==> src/rtl/mem_port_arbiter.sv <==
`default_nettype none
// ============================================================================
// Module   : mem_port_arbiter
// Brief    : Round-robin arbiter sharing one single-port RAM between the
//            instruction-fetch and load/store paths, with an access timeout.
// Revision : 1.0  initial release
// ============================================================================
module mem_port_arbiter #(
    parameter int AW      = 32,
    parameter int DW      = 32,
    parameter int TIMEOUT = 16
) (
    input  logic            clk,
    input  logic            reset,
    input  logic            if_req,
    input  logic [AW-1:0]   if_addr,
    output logic            if_ack,
    output logic [DW-1:0]   if_rdata,
    output logic            if_err,
    input  logic            d_req,
    input  logic            d_we,
    input  logic [AW-1:0]   d_addr,
    input  logic [DW-1:0]   d_wdata,
    input  logic [DW/8-1:0] d_wstrb,
    output logic            d_ack,
    output logic [DW-1:0]   d_rdata,
    output logic            d_err,
    output logic            mem_req,
    output logic            mem_we,
    output logic [AW-1:0]   mem_addr,
    output logic [DW-1:0]   mem_wdata,
    output logic [DW/8-1:0] mem_wstrb,
    input  logic            mem_ack,
    input  logic [DW-1:0]   mem_rdata,
    output logic            busy
);

    localparam int SW = DW / 8;
    localparam int CW = (TIMEOUT > 0) ? $clog2(TIMEOUT + 1) : 1;
    // Last BUSY cycle allowed before the access is declared hung.
    localparam logic [CW-1:0] CNT_LAST = (TIMEOUT > 0) ? CW'(TIMEOUT - 1) : '0;
    localparam logic OWN_FETCH = 1'b0;
    localparam logic OWN_DATA  = 1'b1;

    typedef enum logic [1:0] {
        IDLE = 2'd0,
        BUSY = 2'd1,
        RESP = 2'd2
    } state_t;

    state_t          state, state_nx;
    logic            owner, owner_nx;
    logic            last_owner, last_owner_nx;
    logic [CW-1:0]   cnt, cnt_nx;
    logic            mem_req_nx, mem_we_nx;
    logic [AW-1:0]   mem_addr_nx;
    logic [DW-1:0]   mem_wdata_nx;
    logic [SW-1:0]   mem_wstrb_nx;
    logic            if_ack_nx, if_err_nx, d_ack_nx, d_err_nx;
    logic [DW-1:0]   if_rdata_nx, d_rdata_nx;
    logic            busy_nx;
    logic            grant_data;
    logic            timed_out;

    always_comb begin
        state_nx      = state;
        owner_nx      = owner;
        last_owner_nx = last_owner;
        cnt_nx        = cnt;
        mem_req_nx    = mem_req;
        mem_we_nx     = mem_we;
        mem_addr_nx   = mem_addr;
        mem_wdata_nx  = mem_wdata;
        mem_wstrb_nx  = mem_wstrb;
        if_ack_nx     = 1'b0;
        if_rdata_nx   = if_rdata;
        if_err_nx     = if_err;
        d_ack_nx      = 1'b0;
        d_rdata_nx    = d_rdata;
        d_err_nx      = d_err;
        grant_data    = 1'b0;
        timed_out     = 1'b0;

        case (state)
            IDLE: begin
                if (if_req || d_req) begin
                    // On contention the side that did not go last wins.
                    grant_data = d_req && (!if_req || (last_owner == OWN_FETCH));
                    owner_nx   = grant_data ? OWN_DATA : OWN_FETCH;
                    cnt_nx     = '0;
                    mem_req_nx = 1'b1;
                    state_nx   = BUSY;
                    if (grant_data) begin
                        mem_we_nx    = d_we;
                        mem_addr_nx  = d_addr;
                        mem_wdata_nx = d_wdata;
                        mem_wstrb_nx = d_wstrb;
                    end else begin
                        mem_we_nx    = 1'b0;
                        mem_addr_nx  = if_addr;
                        mem_wdata_nx = '0;
                        mem_wstrb_nx = '0;
                    end
                end
            end

            BUSY: begin
                // An ack arriving in the final allowed cycle still counts as success.
                timed_out = (TIMEOUT != 0) && !mem_ack && (cnt == CNT_LAST);
                if (mem_ack || timed_out) begin
                    mem_req_nx = 1'b0;
                    state_nx   = RESP;
                    if (owner == OWN_DATA) begin
                        d_ack_nx   = 1'b1;
                        d_err_nx   = !mem_ack;
                        d_rdata_nx = (mem_ack && !mem_we) ? mem_rdata : '0;
                    end else begin
                        if_ack_nx   = 1'b1;
                        if_err_nx   = !mem_ack;
                        if_rdata_nx = mem_ack ? mem_rdata : '0;
                    end
                end else begin
                    cnt_nx = cnt + 1'b1;
                end
            end

            RESP: begin
                last_owner_nx = owner;
                state_nx      = IDLE;
            end

            default: state_nx = IDLE;
        endcase

        busy_nx = (state_nx != IDLE);
    end

    always_ff @(posedge clk or posedge reset) begin
        if (reset) begin
            state      <= IDLE;
            owner      <= OWN_FETCH;
            last_owner <= OWN_DATA;
            cnt        <= '0;
            mem_req    <= 1'b0;
            mem_we     <= 1'b0;
            mem_addr   <= '0;
            mem_wdata  <= '0;
            mem_wstrb  <= '0;
            if_ack     <= 1'b0;
            if_rdata   <= '0;
            if_err     <= 1'b0;
            d_ack      <= 1'b0;
            d_rdata    <= '0;
            d_err      <= 1'b0;
            busy       <= 1'b0;
        end else begin
            state      <= state_nx;
            owner      <= owner_nx;
            last_owner <= last_owner_nx;
            cnt        <= cnt_nx;
            mem_req    <= mem_req_nx;
            mem_we     <= mem_we_nx;
            mem_addr   <= mem_addr_nx;
            mem_wdata  <= mem_wdata_nx;
            mem_wstrb  <= mem_wstrb_nx;
            if_ack     <= if_ack_nx;
            if_rdata   <= if_rdata_nx;
            if_err     <= if_err_nx;
            d_ack      <= d_ack_nx;
            d_rdata    <= d_rdata_nx;
            d_err      <= d_err_nx;
            busy       <= busy_nx;
        end
    end

endmodule
`default_nettype wire

==> config.mk <==
export PLATFORM = sky130hd
export DESIGN_NAME = mem_port_arbiter
export DESIGN_NICKNAME = d
export VERILOG_FILES = /design/src/rtl/mem_port_arbiter.sv
export SDC_FILE = /design/constraint.sdc
export NUM_CORES = 1
export LEC_CHECK = 0
export BUFFER_PORTS_ARGS = -buffer_cell sky130_fd_sc_hd__buf_2
export CORE_AREA = 3 3 89 154
export CTS_CLUSTER_SIZE = 40
export DETAILED_ROUTE_END_ITERATION = 6
export DIE_AREA = 0 0 92 157
export GPL_TIMING_DRIVEN = 0
export PLACE_DENSITY = 0.84
export SLEW_MARGIN = 20
export SYNTH_ARGS = -nofsm -noshare
export SYNTH_HDL_FRONTEND = slang
export SYNTH_SLANG_ARGS = --single-unit
==> constraint.sdc <==
create_clock -name clk -period 11.09 [get_ports clk]
set_clock_uncertainty 0.15 [all_clocks]
set_input_delay 1.109 -clock clk [delete_from_list [all_inputs] [get_ports clk]]
set_output_delay 1.109 -clock clk [all_outputs]
set_load 0.1 [all_outputs]
==> results.py <==
metrics = {
    "worst_setup_path": {
        "worstPathArrival_ns": 1.24,
        "crit_slowest_cell": "buf_2",
        "r2r_end": "cnt[3]$_DFFE_PP0P_",
        "worstSetupPathType": "reg2out",
        "end_kind": "output pin",
        "path_max_fanout": 3,
        "reg2regPathDepth": 6,
        "path_buf_inv": 1,
        "crit_family": "buffers and inverters",
        "reg2reg_slack_ns": 8.75,
        "start_kind": "flip-flop",
        "slowest_delay_ns": 0.46,
        "path_depth": 1,
        "worstPathCellList": "buf_2",
        "required_ns": 9.83,
        "r2r-start": "cnt[0]$_DFFE_PP0P_",
    },
    "synthesis": {
        "yosysSeqAreaShare": 0.588,
        "ys_ff_latch": 148,
        "synthFlopType": "dfrtp_1",
        "synth_nets": 700,
        "synthCells": 560,
        "synth_edf_count": 0,
        "netlist_area_mm2": 0.00630,
        "syn_area_per_cell_um2": 11.3,
        "synthArstFlopShare": 1.00,
        "yosys_warnings": 0,
        "ys_types": 34,
    },
    "sta": {
        "hold_viol_final": 0,
        "rsz0062_at_grt": "no",
        "setup_tns_ns": 0,
        "fin_crit_sh": 0.226,
        "min_period_ns": 2.50,
        "slew_viol_final": 0,
        "setup_violations": 0,
        "worst_slew_pin_slew_ns": 0.580,
        "max_freq_mhz": 400,
        "max-slew-margin-rel": 0.612,
    },
    "clock_network": {
        "cts_sinks": 148,
        "h-tree-depth": 4,
        "cts.repair.resized": 0,
        "clk_pin_slew_ns": 0.06,
        "clock_latency_ns": 0.40,
        "cts_hold_buf": 0,
        "numCtsBuffers": 17,
        "post_cts_buffers": 0,
        "clk_path_buf_depth": 2,
        "root_buffer": "clkbuf_16",
        "cts_tree": "yes",
    },
    "grt": {
        "grt_pass1_wl_um": 27000,
        "antenna_found_initial": 0,
        "track_usage": 0.235,
        "grt_max_degree": 85,
        "overflow": 0,
        "grt_pass1_vias": 5610,
    },
    "detailed_routing": {
        "dr.pass1.iters": 5,
        "drt_iter0_markers": 96,
        "wl_um": 16900,
        "num_vias": 5332,
        "routed_via_density": 5.15,
        "wl_per_cell_um": 16.3,
        "drc": 0,
        "drtAntennaViolNets": 0,
    },
    "placed_design": {
        "gp_congestion": 0.819,
        "hpwl_um": 12900,
        "port_buffers": 276,
    },
    "flow_run": {
        "drv_cap": 0,
    },
    "worst_hold_path": {
        "min_from": "mem_wstrb[3]$_DFFE_PP0P_",
        "hp-class": "reg2reg",
        "min_to": "mem_wstrb[3]$_DFFE_PP0P_",
        "hold_depth": 1,
    },
    "final_layout": {
        "final_common_cell": "buf_2",
        "n_fill_cell": 1014,
        "regArea_mm2": 0.00370,
        "multi_input_area_mm2": 0.00211,
        "final_cell_mix": "291 x buf_2, 147 x dfrtp_1, 100 x nand2_1",
        "drive_gt1_frac": 0.389,
        "fin_nets": 996,
        "syn2layout_area_growth_pct": 35.6,
        "diodes": 0,
    },
    "floorplan": {
        "ios": 277,
        "rows": 54,
        "die_area_mm2": 0.0144,
        "fp.dieH_um": 157,
        "die_w_um": 92,
        "core_area_mm2": 0.0126,
        "initial_core_util": 0.501,
    },
    "status": {
        "status": "complete, no violations",
    },
}
-- cells in the mapped netlist (2+ instances only) --
cell type | instances | area (um2)
a2bb2oi_1 | 32 | 280
a211oi_1 | 32 | 240
dfrtp_1 | 147 | 3680
clkbuf_1 | 17 | 63.8
mux2i_1 | 68 | 681
inv_1 | 69 | 259
buf_4 | 3 | 22.5
buf_2 | 15 | 75.1
ha_1 | 2 | 25.0
nor2_1 | 4 | 15.0
a22o_1 | 37 | 324
or2_1 | 2 | 12.5
nand2_1 | 100 | 375
buf_6 | 5 | 56.3
nand3_1 | 2 | 10.0
o21ai_0 | 5 | 25.0
nor2b_1 | 3 | 18.8
-- cell type report --
type	count	share of cell area
inverters	70	0.0316
well taps	168	0.0246
clock buffers	19	0.0518
repair buffers	277	0.165
plain buffers	41	0.0259
flip-flops and latches	148	0.433
multi-input cells	301	0.247
clock inverters	11	0.0205
-- worst max path at each step --
| stage | from | to | slack, ns |
|---|---|---|---|
| after detailed placement | mem_ack | if_rdata[0]$_DFFE_PP0P_ | 8.36 |
| after global routing | mem_we$_DFFE_PP0P_ | mem_we | 8.55 |
| after CTS | mem_we$_DFFE_PP0P_ | mem_we | 8.56 |
| after floorplan | reset | busy$_DFF_PP0_ | 5.85 |
| after global placement | reset | d_rdata[21]$_DFFE_PP0P_ | 4.25 |
| final | mem_we$_DFFE_PP0P_ | mem_we | 8.59 |
-- kinds of logic after synthesis --
logic type      share of synthesized area
flops                               0.588
compound gates                      0.144
simple gates                       0.0778
buf+inv                            0.0768
fa+ha+maj                         0.00397
mux                                 0.110
-- sequential cells by signal, indices dropped and copies added (netlist names) --
signal and count:
busy 1, cnt 5, d_ack 1, d_err 1
d_rdata 32, if_ack 1, if_err 1, if_rdata 32
last_owner 1, mem_addr 32, mem_req 1, mem_wdata 32
mem_we 1, mem_wstrb 4, owner 1, state 2
-- layer usage --
metal,wire (um),track usage,vias to the layer above
li1,-,-,2493
met1,6130,0.258,2574
met2,9170,0.434,226
met3,1080,0.0493,39
met4,514,0.104,0
met5,0,0,-
-- through the flow --
stage,hold WS (ns),worst slack (ns),cell area [um2],std cells,util
final,0.351,8.59,8550,1035,0.680
after global routing,0.368,8.55,8550,1035,0.680
after CTS,0.352,8.56,8550,1035,0.680
after detailed placement,0.335,8.36,7930,1005,0.631
after global placement,0.327,4.25,7890,1004,0.628
after floorplan,0.302,5.85,6300,560,-
Power is not shown: default switching activity piles up to over one toggle a cycle in this logic, so the estimate is an artifact.
